**src/rtl/alu_seq_pkg.sv**
```systemverilog
// rtl/alu_seq_pkg.sv - op codes, FSM encoding and dispatch helper for alu_seq_unit
package alu_seq_pkg;

  localparam logic [3:0] OP_ORA = 4'd0;
  localparam logic [3:0] OP_AND = 4'd1;
  localparam logic [3:0] OP_EOR = 4'd2;
  localparam logic [3:0] OP_ADC = 4'd3;
  localparam logic [3:0] OP_SBC = 4'd4;
  localparam logic [3:0] OP_ROR = 4'd5;
  localparam logic [3:0] OP_ROL = 4'd6;
  localparam logic [3:0] OP_PSA = 4'd7;
  localparam logic [3:0] OP_MUL = 4'd8;
  localparam logic [3:0] OP_DIV = 4'd9;

  localparam logic [1:0] ST_IDLE = 2'd0;
  localparam logic [1:0] ST_RUN  = 2'd1;
  localparam logic [1:0] ST_DONE = 2'd2;

  // Divide by zero short-circuits straight to DONE with the fixed all-ones result.
  function automatic logic needs_run(input logic [3:0] op, input logic b_is_zero);
    return (op == OP_MUL) || ((op == OP_DIV) && !b_is_zero);
  endfunction

endpackage

```
**src/rtl/alu_bcd_adder.sv**
```systemverilog
// rtl/alu_bcd_adder.sv - combinational binary adder with per-digit decimal correction
// b arrives already inverted for subtraction; sub selects the subtract-style digit fixup.
module alu_bcd_adder #(
  parameter int WIDTH  = 8,
  parameter int DIGITS = WIDTH / 4
) (
  input  logic [WIDTH-1:0] a,
  input  logic [WIDTH-1:0] b,
  input  logic             c_in,
  input  logic             dec,
  input  logic             sub,
  output logic [WIDTH-1:0] sum,
  output logic             carry_out,
  output logic             half_carry_out,
  output logic             overflow_out
);

  logic [WIDTH:0]   bin;
  logic [4:0]       low_nib;
  logic [WIDTH-1:0] dsum;
  logic             dc;
  logic [4:0]       ds;

  assign bin     = {1'b0, a} + {1'b0, b} + {{WIDTH{1'b0}}, c_in};
  assign low_nib = {1'b0, a[3:0]} + {1'b0, b[3:0]} + {4'b0000, c_in};

  // Digit carry ripples low to high; for subtract it is the plain binary digit carry.
  always_comb begin
    dsum = '0;
    dc   = c_in;
    ds   = '0;
    for (int i = 0; i < DIGITS; i++) begin
      ds = {1'b0, a[4*i +: 4]} + {1'b0, b[4*i +: 4]} + {4'b0000, dc};
      if (sub) begin
        dsum[4*i +: 4] = ds[4] ? ds[3:0] : ds[3:0] - 4'd6;
        dc             = ds[4];
      end else if (ds > 5'd9) begin
        dsum[4*i +: 4] = ds[3:0] + 4'd6;
        dc             = 1'b1;
      end else begin
        dsum[4*i +: 4] = ds[3:0];
        dc             = 1'b0;
      end
    end
  end

  assign sum            = dec ? dsum : bin[WIDTH-1:0];
  assign carry_out      = dec ? dc : bin[WIDTH];
  assign half_carry_out = low_nib[4];
  assign overflow_out   = (a[WIDTH-1] == b[WIDTH-1]) && (bin[WIDTH-1] != a[WIDTH-1]);

endmodule

```
**src/rtl/alu_seq_unit.sv**
```systemverilog
// rtl/alu_seq_unit.sv - registered 65xx-style ALU with iterative unsigned MUL/DIV
// Results and flags are written once, in DONE, and held until the next DONE.
module alu_seq_unit
  import alu_seq_pkg::*;
#(
  parameter int WIDTH  = 8,
  parameter int DIGITS = WIDTH / 4
) (
  input  logic             clk,
  input  logic             reset_n,
  input  logic             start,
  input  logic [3:0]       op,
  input  logic [WIDTH-1:0] a,
  input  logic [WIDTH-1:0] b,
  input  logic             c_in,
  input  logic             dec,
  output logic             busy,
  output logic             done,
  output logic [WIDTH-1:0] result,
  output logic [WIDTH-1:0] result_hi,
  output logic             carry_out,
  output logic             half_carry_out,
  output logic             overflow_out,
  output logic             zero_out,
  output logic             negative_out,
  output logic             div_zero
);

  localparam int CW = $clog2(WIDTH + 1);

  logic [1:0]       state;
  logic [CW-1:0]    cnt;
  logic [3:0]       op_r;
  logic [WIDTH-1:0] a_r, b_r;
  logic             c_r, dec_r;
  logic [WIDTH-1:0] acc_hi, acc_lo;

  logic [WIDTH-1:0] add_a, add_b, add_sum;
  logic             add_ci, add_dec, add_sub;
  logic             add_co, add_hc, add_v;

  logic [WIDTH:0]   mul_sum;
  logic             div_ok;

  logic [WIDTH-1:0] n_res, n_hi;
  logic             n_c, n_v, n_hc, n_z, n_n, n_dz;

  assign busy = (state != ST_IDLE);

  // During RUN the adder performs the restoring trial subtraction of the divisor.
  always_comb begin
    add_a   = a_r;
    add_b   = b_r;
    add_ci  = c_r;
    add_dec = dec_r;
    add_sub = 1'b0;
    if (state == ST_RUN) begin
      add_a   = {acc_hi[WIDTH-2:0], acc_lo[WIDTH-1]};
      add_b   = ~b_r;
      add_ci  = 1'b1;
      add_dec = 1'b0;
      add_sub = 1'b1;
    end else if (op_r == OP_SBC) begin
      add_b   = ~b_r;
      add_sub = 1'b1;
    end
  end

  alu_bcd_adder #(
    .WIDTH  (WIDTH),
    .DIGITS (DIGITS)
  ) u_adder (
    .a              (add_a),
    .b              (add_b),
    .c_in           (add_ci),
    .dec            (add_dec),
    .sub            (add_sub),
    .sum            (add_sum),
    .carry_out      (add_co),
    .half_carry_out (add_hc),
    .overflow_out   (add_v)
  );

  // Shifted remainder is WIDTH+1 bits; its top bit alone guarantees the subtract fits.
  assign mul_sum = {1'b0, acc_hi} + (acc_lo[0] ? {1'b0, a_r} : {(WIDTH+1){1'b0}});
  assign div_ok  = acc_hi[WIDTH-1] | add_co;

  always_comb begin
    n_res = a_r;
    n_hi  = '0;
    n_c   = 1'b0;
    n_v   = 1'b0;
    n_hc  = 1'b0;
    n_dz  = div_zero;
    case (op_r)
      OP_ORA: n_res = a_r | b_r;
      OP_AND: begin
        n_res = a_r & b_r;
        n_c   = |(a_r & b_r);
      end
      OP_EOR: n_res = a_r ^ b_r;
      OP_ADC, OP_SBC: begin
        n_res = add_sum;
        n_c   = add_co;
        n_v   = add_v;
        n_hc  = add_hc;
      end
      OP_ROR: begin
        n_res = {c_r, a_r[WIDTH-1:1]};
        n_c   = a_r[0];
      end
      OP_ROL: begin
        n_res = {a_r[WIDTH-2:0], c_r};
        n_c   = a_r[WIDTH-1];
      end
      OP_MUL: begin
        n_res = acc_lo;
        n_hi  = acc_hi;
      end
      OP_DIV: begin
        if (b_r == '0) begin
          n_res = '1;
          n_hi  = a_r;
          n_dz  = 1'b1;
          n_c   = 1'b1;
        end else begin
          n_res = acc_lo;
          n_hi  = acc_hi;
          n_dz  = 1'b0;
        end
      end
      default: n_res = a_r;
    endcase
    n_z = (op_r == OP_MUL) ? ({n_hi, n_res} == '0) : (n_res == '0);
    n_n = (op_r == OP_MUL) ? n_hi[WIDTH-1] : n_res[WIDTH-1];
  end

  always_ff @(posedge clk or negedge reset_n) begin
    if (!reset_n) begin
      state          <= ST_IDLE;
      cnt            <= '0;
      op_r           <= '0;
      a_r            <= '0;
      b_r            <= '0;
      c_r            <= 1'b0;
      dec_r          <= 1'b0;
      acc_hi         <= '0;
      acc_lo         <= '0;
      done           <= 1'b0;
      result         <= '0;
      result_hi      <= '0;
      carry_out      <= 1'b0;
      half_carry_out <= 1'b0;
      overflow_out   <= 1'b0;
      zero_out       <= 1'b0;
      negative_out   <= 1'b0;
      div_zero       <= 1'b0;
    end else begin
      done <= 1'b0;
      case (state)
        ST_IDLE: begin
          if (start) begin
            op_r   <= op;
            a_r    <= a;
            b_r    <= b;
            c_r    <= c_in;
            dec_r  <= dec;
            acc_hi <= '0;
            acc_lo <= (op == OP_MUL) ? b : a;
            cnt    <= '0;
            state  <= needs_run(op, b == '0) ? ST_RUN : ST_DONE;
          end
        end
        ST_RUN: begin
          if (op_r == OP_MUL) begin
            acc_hi <= mul_sum[WIDTH:1];
            acc_lo <= {mul_sum[0], acc_lo[WIDTH-1:1]};
          end else begin
            acc_hi <= div_ok ? add_sum : add_a;
            acc_lo <= {acc_lo[WIDTH-2:0], div_ok};
          end
          if (cnt == CW'(WIDTH - 1)) begin
            cnt   <= '0;
            state <= ST_DONE;
          end else begin
            cnt <= cnt + 1'b1;
          end
        end
        ST_DONE: begin
          result         <= n_res;
          result_hi      <= n_hi;
          carry_out      <= n_c;
          half_carry_out <= n_hc;
          overflow_out   <= n_v;
          zero_out       <= n_z;
          negative_out   <= n_n;
          div_zero       <= n_dz;
          done           <= 1'b1;
          state          <= ST_IDLE;
        end
        default: state <= ST_IDLE;
      endcase
    end
  end

endmodule

```
**config.mk**
```make
export PLATFORM = sky130hd
export DESIGN_NAME = alu_seq_unit
export DESIGN_NICKNAME = d
export VERILOG_FILES = /design/src/rtl/alu_seq_pkg.sv /design/src/rtl/alu_bcd_adder.sv /design/src/rtl/alu_seq_unit.sv
export SDC_FILE = /design/constraint.sdc
export NUM_CORES = 1
export LEC_CHECK = 0
export CAP_MARGIN = 20
export CORE_MARGIN = 2
export CORE_UTILIZATION = 34
export DETAILED_ROUTE_END_ITERATION = 8
export PLACE_DENSITY = 0.51
export SLEW_MARGIN = 20
export SYNTH_ARGS = -nofsm -noshare
export SYNTH_HDL_FRONTEND = slang
export SYNTH_SLANG_ARGS = --single-unit
```
**constraint.sdc**
```tcl
create_clock -name clk -period 10.5 [get_ports clk]
set_clock_uncertainty 0.2 [all_clocks]
set_input_delay 2.1 -clock clk [delete_from_list [all_inputs] [get_ports clk]]
set_output_delay 2.1 -clock clk [all_outputs]
set_load 0.005 [all_outputs]
```
# == Word-level counts from Yosys, hierarchy flattened ==
# Index checks and enable logic that the tools add are counted.
# op_classes
n_addsub,12
magnitude_cmp,2
n_eq_ne,17
mux,46
n_bitwise,5
n_reduce_logical,18
# ops
cell,n
two-way mux 8 bit,13
case mux 8 bit (8 select lines),1
case mux 8 bit (2 select lines),3
two-way mux 4 bit,8
zero test 8 bit,3
adder 8 x 8 -> 9 bit,2
equality test 4 x 3 -> 1 bit (second input constant),4
equality test 4 bit (second input constant),4
zero test 16 bit,1
two-way mux 1 bit,15
adder 4 x 4 -> 5 bit,2
adder 5 x 1 -> 5 bit,2
> comparator 5 x 4 -> 1 bit (second input constant),2
adder 9 x 1 -> 9 bit,1
adder 4 x 3 -> 4 bit (second input constant),2
bitwise AND 8 bit,1
equality test 4 x 2 -> 1 bit (second input constant),2
inverter 8 bit,1
OR 8 bit,1
case mux 4 bit (2 select lines),1
AND reduction 2 bit,4
OR reduction 8 bit,1
subtractor 4 x 3 -> 4 bit (second input constant),2
XOR 8 bit,1
19 further kinds,23
# word_totals
regBits,67
output_inout_bits,24
elab_cells,118

# == Depth between registers and ports, before layout ==
# logic_depth
word_depth,17
mapped_depth,24

# == By module ==
# A second synthesis with hierarchy kept.
# unflattened
cells_unflattened,637
hier_area_um2,5624.1
# by_module_without_submodules
mod,instances,cells_per_inst,area_per_inst_um2,seq_area_each_um2
alu_seq_unit,1,525,4722.0,1676.6
alu_bcd_adder,1,112,902.1,0.0

# == Worst setup path before layout ==
# No wires, ideal clock.
# synth_timing
path_kind,register to register
from,reg op_r[1]
to,reg acc_hi[0]
t_arrival_ns,5.643
required_time_ns,10.213
path_slack_ns,4.570
stages_incl_launch_ff,25
path_buffers,3
path_cell_list,dfrtp_1 buf_6 nor4b_2 nor2_1 buf_2 buf_2 xnor2_1 fa_1 fa_1 xor2_1 ha_1 a22oi_1 a31oi_1 fa_1 fa_1 xor2_2 ha_1 inv_1 o21ai_0 nand3_1 or2_1 a22oi_2 nor2_8 mux2_2 o211ai_1
# synth_between
elab_chain_len,17
# synth_lines
element,line,source
from (decl),alu_seq_unit.sv:33,logic [3:0] op_r;
from (signal assigned),alu_seq_unit.sv:163,op_r <= op;
equality test 4 x 3 -> 1 bit,alu_seq_unit.sv:63,end else if (op_r == OP_SBC) begin
two-way mux 8 bit,alu_seq_unit.sv:63,
two-way mux 8 bit,alu_seq_unit.sv:57,if (state == ST_RUN) begin
adder 4 x 4 -> 5 bit,alu_bcd_adder.sv:33,"ds = {1'b0, a[4*i +: 4]} + {1'b0, b[4*i +: 4]} + {4'b0000, dc};"
adder 5 x 1 -> 5 bit,alu_bcd_adder.sv:33,
> comparator 5 x 4 -> 1 bit,alu_bcd_adder.sv:37,end else if (ds > 5'd9) begin
two-way mux 1 bit,alu_bcd_adder.sv:37,
two-way mux 1 bit,alu_bcd_adder.sv:34,if (sub) begin
adder 5 x 1 -> 5 bit,alu_bcd_adder.sv:33,
> comparator 5 x 4 -> 1 bit,alu_bcd_adder.sv:37,
two-way mux 1 bit,alu_bcd_adder.sv:37,
two-way mux 1 bit,alu_bcd_adder.sv:34,
two-way mux 1 bit,alu_bcd_adder.sv:48,assign carry_out = dec ? dc : bin[WIDTH];
OR 1 bit,alu_seq_unit.sv:86,assign div_ok = acc_hi[WIDTH-1] | add_co;
two-way mux 8 bit,alu_seq_unit.sv:179,acc_hi <= div_ok ? add_sum : add_a;
two-way mux 8 bit *,alu_seq_unit.sv:175,if (op_r == OP_MUL) begin
case mux 8 bit (2 select lines) *,alu_seq_unit.sv:160,case (state)
to (signal assigned),alu_seq_unit.sv:176,acc_hi <= mul_sum[WIDTH:1];
to (signal assigned),alu_seq_unit.sv:179,
to (decl),alu_seq_unit.sv:36,"logic [WIDTH-1:0] acc_hi, acc_lo;"
# Every way passes the cells marked *; elsewhere a longest branch is shown, timed or not.
# A chain may end at the register's enable or synchronous reset.

# == Worst setup path after layout ==
# layout_timing
from,reg op_r[0]
to,reg result[6]
# layout_between
elab_chain_len,14
# layout_lines
element,line,source
equality test 4 x 3 -> 1 bit,"alu_seq_unit.sv:63, alu_seq_unit.sv:95",
two-way mux 8 bit,alu_seq_unit.sv:63,
two-way mux 8 bit,alu_seq_unit.sv:57,
adder 4 x 4 -> 5 bit,alu_bcd_adder.sv:33,
adder 5 x 1 -> 5 bit,alu_bcd_adder.sv:33,
> comparator 5 x 4 -> 1 bit,alu_bcd_adder.sv:37,
two-way mux 1 bit,alu_bcd_adder.sv:37,
two-way mux 1 bit,alu_bcd_adder.sv:34,
adder 5 x 1 -> 5 bit,alu_bcd_adder.sv:33,
adder 4 x 3 -> 4 bit (tied with other cells),alu_bcd_adder.sv:38,dsum[4*i +: 4] = ds[3:0] + 4'd6;
"two-way mux 4 bit, on equally long branches","alu_bcd_adder.sv:37, alu_bcd_adder.sv:35",
two-way mux 4 bit,alu_bcd_adder.sv:34,
two-way mux 8 bit,alu_bcd_adder.sv:47,assign sum = dec ? dsum : bin[WIDTH-1:0];
case mux 8 bit (8 select lines) *,alu_seq_unit.sv:95,case (op_r)
to (signal assigned),alu_seq_unit.sv:190,result <= n_res;
to (decl),alu_seq_unit.sv:19,"output logic [WIDTH-1:0] result,"
# Marked as above.

==> impl_metrics.toml <==
[detailed_routing]
drt_iter0_drc = 335
postRouteAntennaNets = 0
viasPerCell = 5.65
num_vias = 4996
wl_mm = 17.3
wl_per_cell_um = 19.5
firstDrtPassIters = 5
drc = 0

[synthesis]
synth_ff_type = "dfrtp_1"
syn_avg_cell_area_um2 = 8.66
async_reset_ff_frac = 1.00
yosysSeqAreaShare = 0.305
synth_area_um2 = 5500
ys_top_cells_by_area = "dfrtp_1, ha_1, mux2_2"
synth_seq_cells = 67
synth-edff-count = 0
synth_cell_type_count = 73
synth_nets = 702
netlist_instances = 635
yosys.area.top_type = "dfrtp_1"
synth_top_area_share = 0.305
ys_warn_count = 0

[setup_path]
slowest_delay_ns = 0.64
path_buf_inv = 2
cp_max_fo = 22
crit_path_top_delay_cell = "dfrtp_1"
crit_required_ns = 10.53
critPathArrivalTime_ns = 6.57
cp-end-kind = "flop"
worst-setup-path-type = "reg -> reg"
cp_common_cell = "fa_1"
start_kind = "flop"
crit_family = "adder cells"
crit_chain = "nor4b_2, nor2_1, buf_4, xnor2_1, fa_1, fa_1, xor2_1, ha_1, a22oi_1, a31oi_1, fa_1, fa_1, xor2_2, ha_1, inv_1, o21ai_0, a211oi_1, o31ai_1, a31oi_1, a221o_1, mux2_2"

[cells_and_area]
layout-area-overhead-vs-synth_pct = 17.1
nNetsFinal = 731
finalNonFillerCells = 885
fin_util = 0.407
drive_gt1_frac = 0.106
num-fill-cells = 1589
antennaDiodeCount = 0

[sta]
fin_crit_sh = 0.624
finalHoldViolCount = 0
rsz0062_at_grt = "false"
setup_viol = 0
slew_headroom = 0.389
fmax_mhz = 153
tns_ns = 0
whs_ns = 0.277
drv_slew = 0
period_needed_ns = 6.55
worst_pin_slew_ns = 0.916

[clocking]
post_cts_resized = 0
worstSkewPairLatency_ns = 0.34
cts.path.max_buffers = 2
clk_pin_slew_ns = 0.06
cts_setup_buffers = 0
numCtsBuffers = 9
cts.sinks = 67
holdBufCountCts = 0
clockRootBuffer = "clkbuf_16"
ctsHtreeMaxLevel = 3
cts_tree = "built"

[placement]
place.gp.congestion = 0.947
port_buffers = 48
dpl.cell_count = 869
hpwlAfterDp_mm = 12.8

[die]
rows = 46
die_x_um = 131
dieArea_um2 = 17200
coreArea_um2 = 15800
start_util = 0.347
fp.dieH_um = 131
boundaryPins = 49

[run]
max_cap_violations = 0

[grt]
grt_pass1_wl_mm = 27.0
grt_pass1_vias = 4809
grt.total_usage = 0.200
grt_max_degree = 68
grt.overflow.total = 0
antenna_found_initial = 0

[outcome]
status = "finished, final reports clean"

[hold_path]
hold_class = "reg -> reg"

[pwr]
power_mw = 2.12
ir_drop_uv = 135
p_leak_nw = 2.78
power_density_nw_per_um2 = 329
## synth_stat cells, types with 5 or more instances
library cell	instances
a211oi_1	5
a21o_1	11
a21oi_1	37
a221oi_1	11
a31oi_1	15
a32oi_1	6
and2_1	14
buf_2	7
clkbuf_1	25
dfrtp_1	67
fa_1	5
ha_1	37
inv_1	35
mux2_2	28
mux2i_1	19
nand2_1	54
nand2b_1	5
nand3_1	19
nor2_1	60
nor2b_1	8
nor3_1	11
nor4_1	6
o211ai_1	5
o21ai_0	40
or3_1	5
xnor2_1	16
xor2_1	6
## per-layer routing
metal	GRT usage	part of all wire	vias up
li1	-	-	2361
met1	0.272	0.46	2406
met2	0.315	0.46	194
met3	0.0390	0.060	35
met4	0.0755	0.027	0
met5	0	0	-
## kinds of logic after synthesis
logic type | count (synthesis) | synth area share
simple gates | 202 | 0.182
compound gates | 178 | 0.220
buf+inv | 74 | 0.0569
flops | 67 | 0.305
mux | 48 | 0.0940
fa+ha+maj | 43 | 0.104
xor+xnor | 23 | 0.0380
## sequential cells by signal (all words and copies together) (netlist names)
| register | count |
|---|---|
| b_r | 8 |
| result_hi | 8 |
| div_zero | 1 |
| zero_out | 1 |
| state | 2 |
| c_r | 1 |
| result | 8 |
| a_r | 8 |
| overflow_out | 1 |
| dec_r | 1 |
| op_r | 4 |
| done | 1 |
| acc_lo | 8 |
| half_carry_out | 1 |
| acc_hi | 8 |
| cnt | 4 |
| carry_out | 1 |
| negative_out | 1 |
## area by class of cell
class	count	area, um^2	share of cell area
sequential	67	1680	0.260
clock inverter	6	63.8	0.00991
tap	216	270	0.0420
timing repair buffer	57	543	0.0843
multi-input combinational	494	3510	0.546
clock buffer	10	239	0.0371
inverter	35	131	0.0204
## final timing paths
check / from / endpoint / slack, ns / depth (start not counted)
min in group asynchronous: reset_n / result[5] / 1.75 / 2
min reg2reg: result[2] / result[2] / 0.28 / 2
max in group asynchronous: reset_n / cnt[1] / 7.73 / 2
max: op_r[0] / result[6] / 3.95 / 21
max reg2reg: op_r[0] / result[6] / 3.95 / 21
min: result[2] / result[2] / 0.28 / 2
## worst reg2reg max path, cell delays in order (launching register included)
cell	delay (ns)
dfrtp_1	0.64
nor4b_2	0.50
nor2_1	0.08
buf_4	0.23
xnor2_1	0.18
fa_1	0.45
fa_1	0.44
xor2_1	0.22
ha_1	0.26
a22oi_1	0.24
a31oi_1	0.14
fa_1	0.43
fa_1	0.44
xor2_2	0.27
ha_1	0.20
inv_1	0.03
o21ai_0	0.22
a211oi_1	0.13
o31ai_1	0.30
a31oi_1	0.13
a221o_1	0.42
mux2_2	0.27
## through the flow
stage	instance area [um^2]	worst slack, ns
final	6440	3.95
after floorplan	5500	4.57
after global placement	6130	4.28
after detailed placement	6130	4.04
after global routing	6440	3.62
after CTS	6430	4.02
## report_power, final
part | total [mW] | switching, mW | leakage (nW) | internal (mW)
Combinational | 1.33 | 0.759 | 1.80 | 0.574
Sequential | 0.479 | 0.139 | 0.829 | 0.340
Clock | 0.308 | 0.118 | 0.145 | 0.190
Total | 2.12 | 1.02 | 2.78 | 1.10
## cells in the final DEF, fill, tap and decap left out, drive strengths merged, types with 4 or more instances in the layout
| cell type | instances |
|---|---|
| a22oi | 5 |
| o31ai | 5 |
| nor3 | 12 |
| o21ai | 42 |
| fa | 5 |
| a211oi | 6 |
| xnor2 | 16 |
| mux2 | 29 |
| a32oi | 6 |
| nand2 | 54 |
| o211ai | 5 |
| clkdlybuf4s50 | 47 |
| nand3 | 19 |
| dfrtp | 67 |
| nor2 | 62 |
| a221oi | 11 |
| nor4 | 6 |
| ha | 37 |
| mux2i | 19 |
| inv | 36 |
| a21oi | 37 |
| o21a | 4 |
| nor2b | 8 |
| nand2b | 5 |
| a21o | 11 |
| and2 | 14 |
| clkbuf | 10 |
| xor2 | 7 |
| a31oi | 15 |
| buf | 10 |
| or3 | 5 |
(Power assumes the default switching activity.)
